## src/rtl/fetch_unit.sv

```systemverilog
// Multi-cycle instruction fetch unit: FETCH, WAIT, DECODE, EXEC.
// Owns the PC, the instruction register and the retired-instruction count.
//
// Ports:
//   Clk, Rst          clock; synchronous active-low reset
//   imem_addr         instruction memory byte address (always equal to pc)
//   imem_req          registered read request, high while in WAIT
//   imem_ack          read data valid on imem_rdata (sampled in WAIT only)
//   imem_rdata        instruction word from memory
//   instr, opcode     instruction register and its [31:26] field
//   instr_valid       one-cycle pulse while in DECODE
//   Branch/Jump/Zero  next-PC controls, sampled in EXEC on exec_done
//   exec_done         current instruction finished (accepted in EXEC only)
//   pc                address of the current instruction
//   retired           count of completed instructions, wraps at 16 bits
module fetch_unit (
    input  logic        Clk,
    input  logic        Rst,
    output logic [31:0] imem_addr,
    output logic        imem_req,
    input  logic        imem_ack,
    input  logic [31:0] imem_rdata,
    output logic [31:0] instr,
    output logic [5:0]  opcode,
    output logic        instr_valid,
    input  logic        Branch,
    input  logic        Jump,
    input  logic        Zero,
    input  logic        exec_done,
    output logic [31:0] pc,
    output logic [15:0] retired
);

    typedef enum logic [1:0] {
        S_FETCH,
        S_WAIT,
        S_DECODE,
        S_EXEC
    } state_t;

    state_t      state;
    state_t      state_n;
    logic [31:0] pc_n;
    logic [31:0] ir_n;
    logic        req_n;
    logic        valid_n;
    logic [15:0] ret_n;

    logic [31:0] pc_plus4;
    logic [31:0] br_target;
    logic [31:0] jmp_target;

    assign pc_plus4   = pc + 32'd4;
    assign br_target  = pc_plus4 + {{14{instr[15]}}, instr[15:0], 2'b00};
    assign jmp_target = {pc_plus4[31:28], instr[25:0], 2'b00};

    assign imem_addr = pc;
    assign opcode    = instr[31:26];

    always_ff @(posedge Clk) begin
        if (!Rst) begin
            state       <= S_FETCH;
            pc          <= 32'd0;
            imem_req    <= 1'b0;
            instr       <= 32'd0;
            instr_valid <= 1'b0;
            retired     <= 16'd0;
        end else begin
            state       <= state_n;
            pc          <= pc_n;
            imem_req    <= req_n;
            instr       <= ir_n;
            instr_valid <= valid_n;
            retired     <= ret_n;
        end
    end

    // Next values for every registered output; all outputs hold by default.
    always_comb begin
        state_n = state;
        pc_n    = pc;
        ir_n    = instr;
        req_n   = imem_req;
        valid_n = 1'b0;
        ret_n   = retired;
        unique case (state)
            S_FETCH: begin
                req_n   = 1'b1;
                state_n = S_WAIT;
            end
            S_WAIT: begin
                if (imem_ack) begin
                    ir_n    = imem_rdata;
                    req_n   = 1'b0;
                    valid_n = 1'b1;
                    state_n = S_DECODE;
                end
            end
            S_DECODE: begin
                state_n = S_EXEC;
            end
            S_EXEC: begin
                if (exec_done) begin
                    // Jump outranks a taken branch.
                    if (Jump) begin
                        pc_n = jmp_target;
                    end else if (Branch && Zero) begin
                        pc_n = br_target;
                    end else begin
                        pc_n = pc_plus4;
                    end
                    ret_n   = retired + 16'd1;
                    state_n = S_FETCH;
                end
            end
            default: begin
                state_n = S_FETCH;
            end
        endcase
    end

endmodule

```

## config.mk

```make
export PLATFORM = sky130hd
export DESIGN_NAME = fetch_unit
export DESIGN_NICKNAME = d
export VERILOG_FILES = /design/src/rtl/fetch_unit.sv
export SDC_FILE = /design/constraint.sdc
export NUM_CORES = 1
export LEC_CHECK = 0
export CORE_MARGIN = 1
export CORE_UTILIZATION = 50
export DETAILED_ROUTE_END_ITERATION = 8
export PLACE_DENSITY = 0.8
export SYNTH_ARGS = -nofsm -noshare
export SYNTH_HDL_FRONTEND = slang
export SYNTH_SLANG_ARGS = --single-unit
```

## constraint.sdc

```tcl
create_clock -name Clk -period 4.7 [get_ports Clk]
set_input_delay 0.94 -clock Clk [delete_from_list [all_inputs] [get_ports Clk]]
set_output_delay 0.94 -clock Clk [all_outputs]
set_load 0.05 [all_outputs]
```

==> results of run 1 <==
[final cells by class]
cell class,count,area share
clock buffer,10,0.0310
clock inverter,6,0.00925
inverter,18,0.00877
multi-input combinational,574,0.503
sequential,82,0.213
tap,143,0.0232
timing repair buffer,166,0.212
[state kept, by name (all words and copies together), names as in the netlist]
register,count
imem_addr,30
retired,16
instr_valid,1
state,2
imem_req,1
instr,32
[stage by stage]
stage	power (mW)	instances	hold WS (ns)	area (µm²)	worst slack, ns
after detailed placement	1.66	983	0.489	7400	0.763
after global placement	1.64	983	0.482	7400	0.872
after global routing	2.48	999	0.521	7710	0.403
final	2.39	999	0.501	7710	0.669
after floorplan	1.41	748	0.510	6070	0.804
after CTS	2.40	999	0.509	7710	0.744
[cells in the final DEF (no fill, tap or decap), types with 7 or more instances in the layout]
cell	n
sky130_fd_sc_hd__nand4_1	8
sky130_fd_sc_hd__nand3_1	27
sky130_fd_sc_hd__a21o_1	7
sky130_fd_sc_hd__xor2_1	24
sky130_fd_sc_hd__and2_1	24
sky130_fd_sc_hd__o21ai_0	47
sky130_fd_sc_hd__clkdlybuf4s50_1	154
sky130_fd_sc_hd__a211oi_1	10
sky130_fd_sc_hd__and3_1	16
sky130_fd_sc_hd__dfxtp_1	82
sky130_fd_sc_hd__clkbuf_16	9
sky130_fd_sc_hd__xnor2_1	39
sky130_fd_sc_hd__buf_4	12
sky130_fd_sc_hd__a22o_1	35
sky130_fd_sc_hd__nor2_1	43
sky130_fd_sc_hd__nand2_1	87
sky130_fd_sc_hd__inv_1	18
sky130_fd_sc_hd__ha_1	42
sky130_fd_sc_hd__o211ai_1	8
sky130_fd_sc_hd__a21oi_1	49
[power by group through the flow]
stage | clock, mW | sequential, mW | combinational, mW
6_report | 0.740 | 0.835 | 0.815
2_1_floorplan | 0 | 1.02 | 0.397
3_5_place_dp | 0 | 0.849 | 0.808
3_3_place_gp | 0 | 0.846 | 0.795
5_1_grt | 0.775 | 0.846 | 0.863
4_1_cts | 0.751 | 0.834 | 0.813
[kinds of logic (layout without fill, tap and decap cells)]
group | count (synthesis) | in the layout | synth area share
flip-flops | 82 | 82 | 0.271
other | 1 | 4 | 0.000619
AND/OR/NAND/NOR | 245 | 245 | 0.200
AO/OA/AOI/OAI | 213 | 213 | 0.246
multiplexers | 6 | 6 | 0.00992
XOR/XNOR | 63 | 63 | 0.0911
adder cells (fa/ha/maj) | 43 | 43 | 0.0901
buffers and inverters | 92 | 200 | 0.0915
[layer usage]
| layer | share of wire | GRT usage | vias up |
|---|---|---|---|
| li1 | - | - | 2843 |
| met1 | 0.40 | 0.350 | 2851 |
| met2 | 0.50 | 0.544 | 252 |
| met3 | 0.074 | 0.0718 | 49 |
| met4 | 0.030 | 0.143 | 0 |
| met5 | 0 | 0 | - |
[worst min path at each step]
stage	from	to	slack (ns)	cells past startpoint
2_1_floorplan	state[0]	state[0]	0.51	2
3_3_place_gp	imem_req	imem_req	0.48	2
3_5_place_dp	instr[23]	instr[23]	0.49	1
4_1_cts	instr[23]	instr[23]	0.51	1
5_1_grt	imem_req	imem_req	0.52	2
6_report	instr[23]	instr[23]	0.50	1
[worst reg2reg max path, cell delays in order (launching register included)]
cell and delay (ns):
sky130_fd_sc_hd__dfxtp_1 0.52, sky130_fd_sc_hd__ha_1 0.37, sky130_fd_sc_hd__nand3_1 0.13, sky130_fd_sc_hd__xnor2_1 0.26, sky130_fd_sc_hd__ha_1 0.35, sky130_fd_sc_hd__a21o_1 0.23
sky130_fd_sc_hd__a221oi_2 0.58, sky130_fd_sc_hd__a221o_1 0.31, sky130_fd_sc_hd__a31oi_2 0.14, sky130_fd_sc_hd__a41oi_1 0.41, sky130_fd_sc_hd__a21oi_2 0.13, sky130_fd_sc_hd__xor2_1 0.23
sky130_fd_sc_hd__nor3_1 0.09, sky130_fd_sc_hd__o31ai_1 0.20
==> results by group, run 1 <==
Yosys
  – Distinct cells, synth: 78
  – Async set-or-reset flop fraction in the synthesized netlist: 0
  – Portion of synthesized cell area occupied by the leading cell type: 0.271
  – Proportion of synthesized chip area in sequential cells: 0.271
  – Netlist area before placement: 6060 µm²
  – Post-synth EDFFs: 0
  – Top_reg_cell synth: sky130_fd_sc_hd__dfxtp_1
  – Commonest cells in the netlist: sky130_fd_sc_hd__nand2_1, sky130_fd_sc_hd__dfxtp_1, sky130_fd_sc_hd__a21oi_1, sky130_fd_sc_hd__o21ai_0, sky130_fd_sc_hd__nor2_1
  – Main area contributors after synthesis: sky130_fd_sc_hd__dfxtp_1, sky130_fd_sc_hd__ha_1, sky130_fd_sc_hd__xnor2_1
  – Cell taking the most area after synthesis: sky130_fd_sc_hd__dfxtp_1
  – Ys Warns: 0
  – Synthesized instance count: 745
  – Flop and latch count out of synthesis: 82
  – Most common cell in the netlist: sky130_fd_sc_hd__nand2_1
  – Average cell area after synthesis: 8.13 µm²

Critical path
  – Critical path peak fanout: 11
  – Kind of cell adding the most delay to the critical path: compound AO/OA/AOI/OAI gates
  – Reg2Reg Setup Slack: 0.67 ns
  – Kind of start point of the critical path: flop
  – Sequence of cells on the critical path: ha_1 -> nand3_1 -> xnor2_1 -> ha_1 -> a21o_1 -> a221oi_2 -> a221o_1 -> a31oi_2 -> a41oi_1 -> a21oi_2 -> xor2_1 -> nor3_1 -> o31ai_1
  – Max incr delay on CP: 0.58 ns
  – Critical path required time: 4.96 ns
  – Most common cell type on the critical path: sky130_fd_sc_hd__ha_1
  – Critical Path Source: imem_addr[2]
  – Reg-to-Reg End: imem_addr[26]
  – Cell with the biggest individual delay on the critical path: sky130_fd_sc_hd__a221oi_2
  – Crit Path Class: reg2reg
  – Crit path DAT: 4.30 ns
  – WP depth: 13
  – Sort of element at the end of the critical path: flop
  – Capture point of the worst path: imem_addr[26]
  – Combined buffer and inverter count along the critical path: 0
  – Depth of the most critical reg-to-reg path: 13
  – Source of the worst register-to-register timing path: imem_addr[2]

Clock tree
  – Number of buffers created by CTS: 9
  – TritonCTS clock tree: done
  – Clock transition at the registers of the reported paths: 0.07 ns
  – TritonCTS Sinks: 82
  – CTS Hold Buffers Added: 0
  – Clock tree root buffer cell: sky130_fd_sc_hd__clkbuf_16
  – Clk Latency, worst-skew pair: 0.35 ns
  – Maximum root-to-sink buffer count: 2
  – Maximum level of the CTS H-tree: 3
  – Post-cts sizing count: 0
  – Number of buffers inserted to repair setup after CTS: 0

Place
  – Half-perimeter wire length after detailed placement: 14,300 µm
  – Count of input and output buffers: 154
  – Final estimated routing congestion in global placement: 0.933

Routing
  – Average wire length per cell after detail routing: 19.1 µm
  – Number of DRC markers in iteration 0: 405
  – Number of iterations in the first detailed-routing pass: 8
  – DRC viols: 12
  – Antenna-violating nets left: 0
  – Vias/cell: 6.00
  – Via count: 5,995
  – Total wire length: 19,100 µm

Finish
  – Proportion of layout cells with a drive suffix above 1: 0.0654
  – Nets: 933
  – Utilization of the core after routing: 0.664
  – Synthesis-to-layout area growth: 27.2%
  – Combined area of the multi-input logic cells: 3880 µm²
  – Number of antenna diodes: 0
  – Count of fill cells added during filler insertion: 987
  – Sequential Area: 1640 µm²

Power
  – Power density relative to cell area: 310 nW/µm²
  – Max VDD drop: 0.000235 V
  – Fraction of power consumed by sequential logic: 0.349
  – Internal power consumption: 1.48 mW
  – Clock network fraction of design power: 0.310
  – Net switching power: 0.912 mW
  – Logic gate share of total power: 0.341
  – Proportion of total power due to net switching: 0.382
  – Standby leakage power: 3.03 nW

Floorplanning
  – I/O pin cnt: 159
  – Vertical die dimension: 112 µm
  – Std cell rows: 39
  – Overall die width: 112 µm
  – Initial standard-cell utilization of the core: 0.522
  – Die Footprint: 12,600 µm²
  – Core region area: 11,600 µm²

GRT
  – Overall Global Routing Usage: 0.307
  – Grt total ovfl: 0
  – Largest net degree at the start of global routing: 35
  – First-pass GRT wire length: 30,400 µm
  – Number of antenna violations at the first check in global routing: 0
  – Number of global-route vias before repair: 5,893

Timing
  – Unrepaired setup endpoints after global routing: no
  – Setup total negative slack: 0 ns
  – Clock skew: 0.00932 ns
  – F_max: 0.248 GHz
  – Final setup fails: 0
  – Final hold violations: 0
  – Max-Slew Margin vs Limit: 0.415
  – Slew @ Worst Pin: 0.877 ns
  – Number of pins exceeding their max-slew limit in the final report: 0
  – Share of the cycle needed by the critical path after routing: 0.858
  – Minimum clock period: 4.03 ns

Run
  – Count of maximum capacitance violations: 0

Hold path
  – Hold Crit Class: reg2reg

Outcome
  – Violations in the final reports: design-rule violations
  – Outcome: finished, violations left
(Power assumes the default switching activity.)
==> run 2: changes to the inputs <==
--- a/config.mk
+++ b/config.mk
@@ -5,10 +5,12 @@
 export SDC_FILE = /design/constraint.sdc
 export NUM_CORES = 1
 export LEC_CHECK = 0
+export CELL_PAD_IN_SITES_DETAIL_PLACEMENT = 1
+export CELL_PAD_IN_SITES_GLOBAL_PLACEMENT = 2
 export CORE_MARGIN = 1
-export CORE_UTILIZATION = 50
+export CORE_UTILIZATION = 28
 export DETAILED_ROUTE_END_ITERATION = 8
-export PLACE_DENSITY = 0.8
+export PLACE_DENSITY = 0.78
 export SYNTH_ARGS = -nofsm -noshare
 export SYNTH_HDL_FRONTEND = slang
 export SYNTH_SLANG_ARGS = --single-unit
==> run 2 against run 1 <==
Total power up 0.35%. Via count fell by 3.8%. Highest routed layer unchanged. Critical path type unchanged. Design area rose by 2.0%. The run now ends clean. Hold slack better by 0.0042 ns.
==> results by group, run 2 (same netlist as run 1, synthesis figures left out) <==
Outcome
  – Outcome: completed

Critical path
  – Kind of start point of the critical path: flop
  – Max incr delay on CP: 0.55 ns
  – Crit Path Class: reg2reg
  – Most common cell type on the critical path: sky130_fd_sc_hd__nor2_1
  – Critical path peak fanout: 11
  – Sequence of cells on the critical path: nand2_1 -> nor4_2 -> nand4_1 -> nor2_1 -> xor2_1 -> ha_1 -> and4_1 -> nand3_1 -> nor2_1 -> and2_4 -> a311o_1 -> o221ai_2 -> o211ai_1 -> a21oi_2 -> mux2i_1
  – Critical path required time: 4.99 ns
  – Sort of element at the end of the critical path: flop
  – Crit path DAT: 4.45 ns
  – Cell with the biggest individual delay on the critical path: sky130_fd_sc_hd__dfxtp_1

Timing
  – Share of the cycle needed by the critical path after routing: 0.885
  – Slew @ Worst Pin: 1.07 ns
  – Clock skew: 0.0110 ns
  – Setup total negative slack: 0 ns
  – Crit path setup slack, layout: 0.541 ns
  – F_max: 0.240 GHz
  – Final hold violations: 0
  – Max-Slew Margin vs Limit: 0.287
  – Number of pins exceeding their max-slew limit in the final report: 0
  – Final setup fails: 0
  – Final Hold Slack: 0.506 ns
  – Minimum clock period: 4.16 ns
  – Unrepaired setup endpoints after global routing: no

Clock tree
  – Clock tree root buffer cell: sky130_fd_sc_hd__clkbuf_16
  – Clk Latency, worst-skew pair: 0.36 ns
  – TritonCTS Sinks: 82
  – Maximum root-to-sink buffer count: 2
  – TritonCTS clock tree: done
  – CTS Hold Buffers Added: 0
  – Maximum level of the CTS H-tree: 3
  – Post-cts sizing count: 0
  – Number of buffers inserted to repair setup after CTS: 0
  – Number of buffers created by CTS: 9
  – Clock transition at the registers of the reported paths: 0.08 ns

Finish
  – Number of antenna diodes: 0
  – Count of fill cells added during filler insertion: 2,536
  – Most common library cell in the layout ignoring fill and taps: sky130_fd_sc_hd__clkdlybuf4s50_1
  – Synthesis-to-layout area growth: 29.8%
  – Number of flip-flops under the largest register name: 32
  – Nets: 931
  – Largest Register: instr
  – Top library cells by usage in the layout, fill and taps aside: sky130_fd_sc_hd__clkdlybuf4s50_1, sky130_fd_sc_hd__nand2_1, sky130_fd_sc_hd__dfxtp_1
  – Proportion of layout cells with a drive suffix above 1: 0.0644

Floorplanning
  – Die Footprint: 22,200 µm²
  – Overall die width: 149 µm
  – Vertical die dimension: 149 µm
  – I/O pin cnt: 159
  – Std cell rows: 53
  – Initial standard-cell utilization of the core: 0.287
  – Core region area: 21,100 µm²

Run
  – Count of maximum capacitance violations: 0

Routing
  – Antenna-violating nets left: 0
  – Vias/cell: 5.11
  – Via count: 5,769
  – Number of iterations in the first detailed-routing pass: 4
  – Average wire length per cell after detail routing: 18.5 µm
  – DRC viols: 0
  – Number of DRC markers in iteration 0: 187
  – Total wire length: 20,900 µm

GRT
  – Largest net degree at the start of global routing: 35
  – Overall Global Routing Usage: 0.194
  – Met1 track demand over resource in global routing: 0.253
  – Met2 routing resource usage after global routing: 0.329
  – Grt total ovfl: 0
  – Number of antenna violations at the first check in global routing: 0
  – First-pass GRT wire length: 33,000 µm
  – Peak-usage layer in the global routing report: met2
  – Met3 track demand over resource: 0.0321
  – Number of global-route vias before repair: 5,883

Power
  – Total power: 2.40 mW
  – Max VDD drop: 0.000162 V
  – Power density relative to cell area: 305 nW/µm²
  – Standby leakage power: 3.03 nW

Place
  – Final estimated routing congestion in global placement: 0.862
  – Half-perimeter wire length after detailed placement: 16,000 µm
  – Worst Setup Slack post-DPL: 0.527 ns
  – Count of input and output buffers: 154

Hold path
  – Hold Crit Class: reg2reg
[run 2: area by class of cell]
type                       count  area [µm²]  area share
clock buffer                   9         225      0.0286
multi-input combinational    574        3890       0.494
tap                          275         344      0.0438
timing repair buffer         164        1620       0.206
inverter                      18        67.6     0.00859
clock inverter                 7        81.3      0.0103
sequential                    82        1640       0.209
[run 2: report_power, final]
| part | switching, mW | internal [mW] | total (mW) |
|---|---|---|---|
| clock | 0.361 | 0.380 | 0.741 |
| combinational | 0.533 | 0.288 | 0.821 |
| sequential | 0.0784 | 0.757 | 0.836 |
| total | 0.972 | 1.43 | 2.40 |
[run 2: critical path: cells and delay by family, from the launching register on]
family,cells,cell delay (ns)
compound gates,4,0.88
simple gates,8,1.89
flops,1,0.55
mux,1,0.18
xor+xnor,1,0.25
fa+ha+maj,1,0.33
[run 2: worst paths after layout]
check                                   from       endpoint  slack, ns  cells past startpoint
worst max-delay path            imem_addr[2]  imem_addr[31]       0.54                     15
worst min register to register      imem_req       imem_req       0.51                      2
worst min-delay path                imem_req       imem_req       0.51                      2
worst max register to register  imem_addr[2]  imem_addr[31]       0.54                     15
[run 2: metrics by stage]
stage / cell area (µm²) / util / instances
after floorplan: 6070 / - / 748
final: 7860 / 0.373 / 1129
after global routing: 7860 / 0.373 / 1129
after global placement: 7560 / 0.358 / 1113
after detailed placement: 7560 / 0.358 / 1113
after CTS: 7860 / 0.373 / 1129
[run 2: metal layers]
layer | vias to the layer above | wire [µm] | part of all wire
met5 | - | 0 | 0
li1 | 2835 | - | -
met1 | 2767 | 9890 | 0.47
met3 | 22 | 933 | 0.045
met2 | 145 | 9660 | 0.46
met4 | 0 | 372 | 0.018
